## config.mk

```make
export PLATFORM = sky130hd
export DESIGN_NAME = alu_rr_arbiter
export DESIGN_NICKNAME = d
export VERILOG_FILES = /design/src/rtl/alu_modes.sv /design/src/rtl/alu.sv /design/src/rtl/alu_rr_arbiter.sv
export SDC_FILE = /design/constraint.sdc
export NUM_CORES = 2
export LEC_CHECK = 0
export ABC_AREA = 1
export CAP_MARGIN = 5
export CORE_UTILIZATION = 50
export DETAILED_ROUTE_END_ITERATION = 12
export PLACE_DENSITY = 0.72
export SYNTH_ARGS = -nofsm -noshare
export SYNTH_HDL_FRONTEND = slang
export SYNTH_SLANG_ARGS = --single-unit
```

## constraint.sdc

```tcl
create_clock -name clk -period 20.5 [get_ports clk]
set_input_delay 4.1 -clock clk [delete_from_list [all_inputs] [get_ports clk]]
set_output_delay 4.1 -clock clk [all_outputs]
set_load 0.02 [all_outputs]
```

## src/rtl/alu_modes.sv

```systemverilog
// rtl/alu_modes.sv - shared alu mode encoding, legality check and arbiter FSM states
// Purpose: one place for the alu opcode map so the alu and its arbiter agree.
// Ports: none (package).
package alu_modes;

    // 4-bit opcode space; encodings 8..15 are unused and flagged as errors.
    typedef enum logic [3:0] {
        ALU_ADD = 4'd0,
        ALU_SUB = 4'd1,
        ALU_AND = 4'd2,
        ALU_OR  = 4'd3,
        ALU_XOR = 4'd4,
        ALU_SLL = 4'd5,
        ALU_SRL = 4'd6,
        ALU_MUL = 4'd7
    } alu_mode_e;

    typedef enum logic [1:0] {
        IDLE = 2'd0,
        EXEC = 2'd1,
        RESP = 2'd2
    } arb_state_e;

    function automatic logic is_legal_mode(input logic [3:0] mode);
        return (mode <= 4'd7);
    endfunction

endpackage

```

## src/rtl/alu.sv

```systemverilog
// rtl/alu.sv - combinational WIDTH-bit alu
// Purpose: computes one operation per mode; illegal modes give zero result/carry and err=1.
// Ports:
//   a_i, b_i   in  WIDTH  operands
//   mode_i     in  4      alu_mode_e encoding
//   result_o   out WIDTH  result (low WIDTH bits for MUL)
//   carry_o    out 1      ADD carry-out / SUB borrow, else 0
//   err_o      out 1      mode is not a legal encoding
module alu
    import alu_modes::*;
#(
    parameter int WIDTH = 32
) (
    input  logic [WIDTH-1:0] a_i,
    input  logic [WIDTH-1:0] b_i,
    input  logic [3:0]       mode_i,
    output logic [WIDTH-1:0] result_o,
    output logic             carry_o,
    output logic             err_o
);

    localparam int SH_W = $clog2(WIDTH);

    logic [WIDTH:0]   sum_w;
    logic [WIDTH:0]   diff_w;
    logic [WIDTH-1:0] prod_w;
    logic [SH_W-1:0]  shamt_w;

    assign sum_w   = {1'b0, a_i} + {1'b0, b_i};
    // Top bit of the WIDTH+1 difference is the borrow.
    assign diff_w  = {1'b0, a_i} - {1'b0, b_i};
    assign prod_w  = a_i * b_i;
    assign shamt_w = b_i[SH_W-1:0];

    always_comb begin
        result_o = '0;
        carry_o  = 1'b0;
        err_o    = !is_legal_mode(mode_i);
        case (mode_i)
            ALU_ADD: {carry_o, result_o} = sum_w;
            ALU_SUB: {carry_o, result_o} = diff_w;
            ALU_AND: result_o = a_i & b_i;
            ALU_OR:  result_o = a_i | b_i;
            ALU_XOR: result_o = a_i ^ b_i;
            ALU_SLL: result_o = a_i << shamt_w;
            ALU_SRL: result_o = a_i >> shamt_w;
            ALU_MUL: result_o = prod_w;
            default: begin
                result_o = '0;
                carry_o  = 1'b0;
            end
        endcase
    end

endmodule

```

## src/rtl/alu_rr_arbiter.sv

```systemverilog
// rtl/alu_rr_arbiter.sv - round-robin arbiter sharing one alu between NUM_REQ requesters
// Purpose: grants one requester at a time, registers its operands, runs the alu for one
//   cycle and presents a tagged response held until the consumer takes it.
// Ports:
//   clk, rst            clock, synchronous active-high reset
//   req_valid/req_ready per-requester handshake; req_ready is a one-hot grant
//   req_a/req_b/req_mode packed per-requester operands and mode (slice i = requester i)
//   rsp_valid/rsp_ready response handshake
//   rsp_id/rsp_result/rsp_carry/rsp_err  response payload
//   busy                FSM not idle
//   op_count            saturating count of consumed responses
module alu_rr_arbiter
    import alu_modes::*;
#(
    parameter int WIDTH   = 32,
    parameter int NUM_REQ = 4,
    parameter int CNT_W   = 16
) (
    input  logic                       clk,
    input  logic                       rst,
    input  logic [NUM_REQ-1:0]         req_valid,
    output logic [NUM_REQ-1:0]         req_ready,
    input  logic [NUM_REQ*WIDTH-1:0]   req_a,
    input  logic [NUM_REQ*WIDTH-1:0]   req_b,
    input  logic [NUM_REQ*4-1:0]       req_mode,
    output logic                       rsp_valid,
    input  logic                       rsp_ready,
    output logic [$clog2(NUM_REQ)-1:0] rsp_id,
    output logic [WIDTH-1:0]           rsp_result,
    output logic                       rsp_carry,
    output logic                       rsp_err,
    output logic                       busy,
    output logic [CNT_W-1:0]           op_count
);

    localparam int ID_W = $clog2(NUM_REQ);

    arb_state_e       state_q;
    logic [ID_W-1:0]  rr_ptr_q;
    logic [ID_W-1:0]  rr_ptr_d;
    logic [ID_W-1:0]  id_q;
    logic [WIDTH-1:0] a_q;
    logic [WIDTH-1:0] b_q;
    logic [3:0]       mode_q;
    logic             rsp_valid_q;
    logic [ID_W-1:0]  rsp_id_q;
    logic [WIDTH-1:0] rsp_result_q;
    logic             rsp_carry_q;
    logic             rsp_err_q;
    logic             busy_q;
    logic [CNT_W-1:0] op_count_q;

    logic [ID_W-1:0]  grant_id;
    logic             grant_found;
    logic             can_accept;
    logic             accept;

    logic [WIDTH-1:0] alu_result;
    logic             alu_carry;
    logic             alu_err;

    // (base + off) mod NUM_REQ without requiring NUM_REQ to be a power of two.
    function automatic logic [ID_W-1:0] wrap_add(input logic [ID_W-1:0] base, input int off);
        int s;
        s = int'(base) + off;
        if (s >= NUM_REQ) begin
            s = s - NUM_REQ;
        end
        return ID_W'(s);
    endfunction

    // First valid requester at or after rr_ptr, wrapping.
    always_comb begin
        grant_id    = '0;
        grant_found = 1'b0;
        for (int i = 0; i < NUM_REQ; i++) begin
            if (!grant_found && req_valid[wrap_add(rr_ptr_q, i)]) begin
                grant_id    = wrap_add(rr_ptr_q, i);
                grant_found = 1'b1;
            end
        end
    end

    // Grant is suppressed during reset so nothing is offered while the FSM is being cleared.
    assign can_accept = (state_q == IDLE) && !rst;
    assign accept     = can_accept && grant_found;
    assign req_ready  = accept ? ({{(NUM_REQ-1){1'b0}}, 1'b1} << grant_id) : '0;
    assign rr_ptr_d   = wrap_add(grant_id, 1);

    alu #(
        .WIDTH (WIDTH)
    ) u_alu (
        .a_i      (a_q),
        .b_i      (b_q),
        .mode_i   (mode_q),
        .result_o (alu_result),
        .carry_o  (alu_carry),
        .err_o    (alu_err)
    );

    always_ff @(posedge clk) begin
        if (rst) begin
            state_q      <= IDLE;
            rr_ptr_q     <= '0;
            id_q         <= '0;
            a_q          <= '0;
            b_q          <= '0;
            mode_q       <= '0;
            rsp_valid_q  <= 1'b0;
            rsp_id_q     <= '0;
            rsp_result_q <= '0;
            rsp_carry_q  <= 1'b0;
            rsp_err_q    <= 1'b0;
            busy_q       <= 1'b0;
            op_count_q   <= '0;
        end else begin
            case (state_q)
                IDLE: begin
                    if (accept) begin
                        a_q      <= req_a[grant_id*WIDTH +: WIDTH];
                        b_q      <= req_b[grant_id*WIDTH +: WIDTH];
                        mode_q   <= req_mode[grant_id*4 +: 4];
                        id_q     <= grant_id;
                        rr_ptr_q <= rr_ptr_d;
                        busy_q   <= 1'b1;
                        state_q  <= EXEC;
                    end
                end
                EXEC: begin
                    rsp_result_q <= alu_result;
                    rsp_carry_q  <= alu_carry;
                    rsp_err_q    <= alu_err;
                    rsp_id_q     <= id_q;
                    rsp_valid_q  <= 1'b1;
                    state_q      <= RESP;
                end
                RESP: begin
                    if (rsp_ready) begin
                        rsp_valid_q <= 1'b0;
                        busy_q      <= 1'b0;
                        if (op_count_q != {CNT_W{1'b1}}) begin
                            op_count_q <= op_count_q + CNT_W'(1);
                        end
                        state_q <= IDLE;
                    end
                end
                default: begin
                    state_q <= IDLE;
                end
            endcase
        end
    end

    assign rsp_valid  = rsp_valid_q;
    assign rsp_id     = rsp_id_q;
    assign rsp_result = rsp_result_q;
    assign rsp_carry  = rsp_carry_q;
    assign rsp_err    = rsp_err_q;
    assign busy       = busy_q;
    assign op_count   = op_count_q;

endmodule

```

Yosys cells after proc, flatten, opt, wreduce, memory -nomap -nowiden:

Index checks and enable logic that the tools add are counted.
Widths: inputs -> output; s select.

* add/sub/neg operators: 12
* multiply operators: 1
* divide/modulo/power cells: 0
* $lt $le $gt $ge: 10
* equality and inequality tests: 12
* shift-type cells: 6
* muxes and demuxes: 31
* bitwise operators: 3
* reductions and logical operators: 19

Operators with widths (number)
* $pmux 32 s8: 1
* $shiftx 128x8->32: 2
* $add 32x32->33: 1
* $sub 32x32->33: 1
* $and 32x32->32: 1
* $mul 32x32->32: 1
* $or 32x32->32: 1
* $shl 32x5->32: 1
* $shr 32x5->32: 1
* $xor 32x32->32: 1
* $mux 2: 11
* $add 16x1->16 const B: 1
* $eq 4x3->1 const B: 4
* $ne 16x16->1 const B: 1
* $shiftx 16x5->4: 1
* $ge 3x3->1 const B: 4
* $lt 2x3->1 const B: 4
* $mux 1: 10
* $sub 2x1->2 const B: 5
* $bmux 1 s2: 4
* $eq 4x2->1 const B: 2
* $add 2x1->3 const B: 2
* $add 2x2->3 const B: 2
* $pmux 1 s2: 3
* other kinds (16): 29

* register bits after elaboration: 128
* latch bits: 0
* bits in writable memories: 0
* ROM bits: 0
* input bits: 279
* output and inout port bits: 58
* word-level logic and storage cells: 107
* memories kept: 0

Longest topological paths before layout:

* word-level depth: 17
* depth in mapped cells: 37
* mapped depth without buffers: 34

Hierarchy:

A second synthesis with hierarchy kept.

* cell total of the unflattened synthesis: 5257
* area, all modules: 33243.1 um^2

Modules (own cells, without submodules)
* alu: instances 1, cells each 3905, area an instance 25370.6 um^2, sequential area each 0.0 um^2
* alu_rr_arbiter: instances 1, cells each 1352, area an instance 7872.6 um^2, sequential area each 2562.5 um^2

Least setup slack after synthesis:

No wires, ideal clock.

* kind: input to output
* from: input port req_valid[3]
* to: output port req_ready[1]
* arrival: 5.837 ns
* data required time: 16.400 ns
* path slack: 10.563 ns
* stages on the path: 13
* buffers on the path: 1
* cell sequence: inv_1 -> o21ai_0 -> nand2_1 -> nand3_1 -> inv_2 -> a31oi_1 -> xor2_1 -> nand2_2 -> inv_2 -> buf_2 -> ha_1 -> inv_1 -> nor2_1

* word-level cells in the longest chain between the ends: 14
* elaborated cells between the ends (all ways): 25
* those cells by class: shift: 1; mux: 17; reduce/logical: 7

Ends and longest elaborated chain
* start, declared: RTL line alu_rr_arbiter.sv:21 `input logic [NUM_REQ-1:0] req_valid,`
* $bmux 1 s2: RTL line alu_rr_arbiter.sv:77 `if (!grant_found && req_valid[wrap_add(rr_ptr_q, i)]) begin`
* $mux 1 (not written as such): RTL line alu_rr_arbiter.sv:77
* $mux 1: RTL line alu_rr_arbiter.sv:77
* $logic_not 1->1: RTL line alu_rr_arbiter.sv:77
* $logic_and 1x1->1: RTL line alu_rr_arbiter.sv:77
* $mux 1: RTL line alu_rr_arbiter.sv:77
* $logic_not 1->1: RTL line alu_rr_arbiter.sv:77
* $logic_and 1x1->1: RTL line alu_rr_arbiter.sv:77
* $mux 1: RTL line alu_rr_arbiter.sv:77
* $logic_not 1->1: RTL line alu_rr_arbiter.sv:77
* $logic_and 1x1->1: RTL line alu_rr_arbiter.sv:77
* $mux 2 (*): RTL line alu_rr_arbiter.sv:77
* net grant_id[0]: RTL line alu_rr_arbiter.sv:53 `logic [ID_W-1:0] grant_id;`
* $shl 1x2->4 (*): RTL line alu_rr_arbiter.sv:87 `assign req_ready = accept ? ({{(NUM_REQ-1){1'b0}}, 1'b1} << grant_id) : '0;`
* $mux 4 (*): RTL line alu_rr_arbiter.sv:87
* end, declared: RTL line alu_rr_arbiter.sv:22 `output logic [NUM_REQ-1:0] req_ready,`

Mark *: on every way through the listed nets, which the timed path passes. The rest lies on a longest branch. The select of a mux whose other input is x is not followed.

Worst setup path in the final report:

* from: input port req_valid[3]
* to: output port req_ready[1]

* word-level cells in the longest chain between the ends: 14
* elaborated cells between the ends (all ways): 25
* those cells by class: shift: 1; mux: 17; reduce/logical: 7

Ends and longest elaborated chain (RTL line)
* $bmux 1 s2: alu_rr_arbiter.sv:77
* $mux 1 (not written as such): alu_rr_arbiter.sv:77
* $mux 1: alu_rr_arbiter.sv:77
* $logic_not 1->1: alu_rr_arbiter.sv:77
* $logic_and 1x1->1: alu_rr_arbiter.sv:77
* $mux 1: alu_rr_arbiter.sv:77
* $logic_not 1->1: alu_rr_arbiter.sv:77
* $logic_and 1x1->1: alu_rr_arbiter.sv:77
* $mux 1: alu_rr_arbiter.sv:77
* $logic_not 1->1: alu_rr_arbiter.sv:77
* $logic_and 1x1->1: alu_rr_arbiter.sv:77
* $mux 2 or $mux 1 (tied branches): alu_rr_arbiter.sv:77
* $shl 1x2->4 or $logic_and 1x1->1 (tied branches): alu_rr_arbiter.sv:87, alu_rr_arbiter.sv:86
* $mux 4 (*): alu_rr_arbiter.sv:87

Every way passes the cells marked *; elsewhere a longest branch is shown, timed or not. The select of a mux whose other input is x is not followed.

==> flow_summary.yaml <==
status:
  status: "completed"
drt:
  drc_errors: 0
  drt_iter0_drc: 3393
  antenna_left: 0
  via_count: 34000
  wirelength_um: 140000
  avgRoutedWirePerCell_um: 23.5
  vias_per_cell: 5.72
  drt_pre_antenna_iters: 5
clocking:
  cts_root_buffer: "clkbuf_16"
  cts_tree: "built"
  clkTransAtPathRegs_ps: 60
  holdBufCountCts: 0
  ctsHtreeMaxLevel: 4
  cts_sinks: 128
  cts_resized: 0
  post_cts.repair.setup_buffers: 0
  cts_buffers: 17
  cts_max_path_buffers: 2
  clk_latency_ps: 440
final_layout:
  finalNonFillerCells: 5936
  most-common-layout-cells: "nand2_1, inv_1, fa_1, nand3_1, clkdlybuf4s50_1"
  diodes: 0
  final_nets: 6001
  syn2layout_area_growth_pct: 14.4
  drive_gt1_share_pct: 2.84
  fill_cells: 6052
  mostFrequentLayoutCell: "nand2_1"
timing:
  final-setup-viol-count: 0
  hold_violations: 0
  slew_violations: 0
  slew_headroom_pct: 27.8
  timing.final.crit_share_pct: 56.5
  grt_setup_unrepaired: "no"
  skew_ps: 17.1
  final.min_clock_period_ps: 11570
  tns_ps: 0
  max_freq_mhz: 86.4
  worst_pin_slew_ps: 1080
min_path:
  hold_path_class: "reg -> reg"
  min_path_cells: 2
global_routing:
  overflow: 0
  met1_usage_pct: 53.5
  grt_max_degree: 95
  grt_first_pass_wirelength_um: 205000
  grt_util_all_layers_pct: 43.4
  grt.busiest_layer: "met2"
  grtUsageMet2_pct: 70.6
  antenna_found_initial: 3
  met3_usage_pct: 6.48
  first_global_vias: 33100
setup_path:
  path_buf_inv: 5
  cp.arrival_ps: 7470
  cp-start-kind: "input pin"
  crit_chain: "clkdlybuf4s50_1 -> inv_1 -> o21ai_0 -> nand2_1 -> nand2_1 -> nor2_1 -> o21ai_1 -> nand3_4 -> inv_4 -> ha_1 -> inv_1 -> nor2_1 -> clkdlybuf4s50_1"
  path_depth: 13
  cp.required_ps: 16400
  path_delay_family: "buffers and inverters"
  path_class: "in -> out"
  max_stage_delay_ps: 630
  r2r_cells: 26
  path_max_fanout: 49
  slowest_stage: "clkdlybuf4s50_1"
  crit_path_end_kind: "output port"
synth:
  synth_top_flop_cell: "dfxtp_1"
  ys.warnings.count: 0
  netlist_instances: 4928
  synth_enable_flop_cells: 0
  mappedNetlistArea_um2: 31600
  yosysSeqAreaShare_pct: 8.10
  synth_nets: 5842
  avgSynthCellArea_um2: 6.42
  synth_cell_type_count: 50
  synthArstFlopShare_pct: 0
  ys_seq_elements: 128
die:
  start_util_pct: 50.9
  core_area_um2: 62200
  die_x_um: 254
  die_h_um: 254
  fp-row-count: 91
  pin_count: 337
  dieArea_um2: 64300
place:
  gp_congestion: 1.10
  dp.cells: 5905
  dpl.hpwl_um: 112000
  port_buffers: 336
job:
  maxCapViolCount: 0
==> synth_stat cells (5+ instances only) <==
cell type	count	area (um^2)
clkbuf_1	171	642
a211oi_1	14	105
xor2_1	15	131
o221ai_1	13	114
a21oi_1	249	1250
nand2_1	1446	5430
a221oi_1	10	87.6
dfxtp_1	128	2560
o2111ai_1	14	123
o21a_1	12	90.1
or2_2	10	62.6
mux2i_1	9	90.1
nand3_1	364	1820
nor3_1	34	170
a21o_1	10	75.1
o21ai_0	242	1210
xnor2_1	10	87.6
inv_1	1000	3750
o22ai_1	14	87.6
nor4_1	7	43.8
nand4_1	40	250
o31ai_1	71	533
o211ai_1	18	135
nor2_1	212	796
nand3b_1	5	37.5
fa_1	410	8210
buf_2	65	325
o21ai_1	12	60.1
buf_1	37	139
inv_2	9	33.8
a31oi_1	13	81.3
o21bai_1	13	97.6
ha_1	225	2820
==> registers in the layout, indices dropped and copies added, names as in the netlist <==
register    cells
b_q            32
mode_q          4
id_q            2
rsp_id          2
state_q         2
op_count       16
rsp_carry       1
rsp_err         1
a_q            32
rsp_result     32
busy            1
rsp_valid       1
rr_ptr_q        2
==> cell families after synthesis <==
group / Yosys count / share of synthesized area (%)
adder cells (fa/ha/maj): 635 / 34.8
AND/OR/NAND/NOR: 2126 / 27.4
flip-flops: 128 / 8.10
AO/OA/AOI/OAI: 717 / 13.1
XOR/XNOR: 25 / 0.692
buffers and inverters: 1288 / 15.6
multiplexers: 9 / 0.285
==> layout make-up <==
class,instances,area [um^2],area share (%)
sequential,128,2570,7.09
inverter,1012,3800,10.5
multi-input combinational,3512,24200,66.8
clock buffer,17,425,1.17
timing repair buffer,416,3960,10.9
clock inverter,14,229,0.632
tap,837,1050,2.89
==> layer usage <==
metal / share of wire, % / routed length (um)
met5: 0.0064 / 9
met4: 7.6 / 10600
met3: 9.0 / 12500
met2: 45 / 63100
met1: 38 / 53400
==> worst min-delay path: stages (launching register included) <==
cell     delay, ps
dfxtp_1        310
nand2_1         60
a21oi_1         50
==> metrics by stage <==
| stage | hold WS, ps | utilization, % | setup WS (ps) | area (um^2) |
|---|---|---|---|---|
| after global placement | 452 | 57.2 | 8880 | 35600 |
| after detailed placement | 459 | 57.2 | 8920 | 35600 |
| after global routing | 488 | 58.2 | 8630 | 36200 |
| after CTS | 470 | 58.2 | 8900 | 36200 |
| after floorplan | 450 | - | 10560 | 31600 |
| final | 468 | 58.2 | 8930 | 36200 |
==> final timing paths <==
| check | start | to | slack (ps) |
|---|---|---|---|
| max | req_valid[3] | req_ready[1] | 8930 |
| min reg2reg | rsp_result[27] | rsp_result[27] | 470 |
| max reg2reg | a_q[7] | rsp_result[27] | 12450 |
| min | rsp_result[27] | rsp_result[27] | 470 |
Power is not shown: default switching activity piles up to over one toggle a cycle in this logic, so the estimate is an artifact.
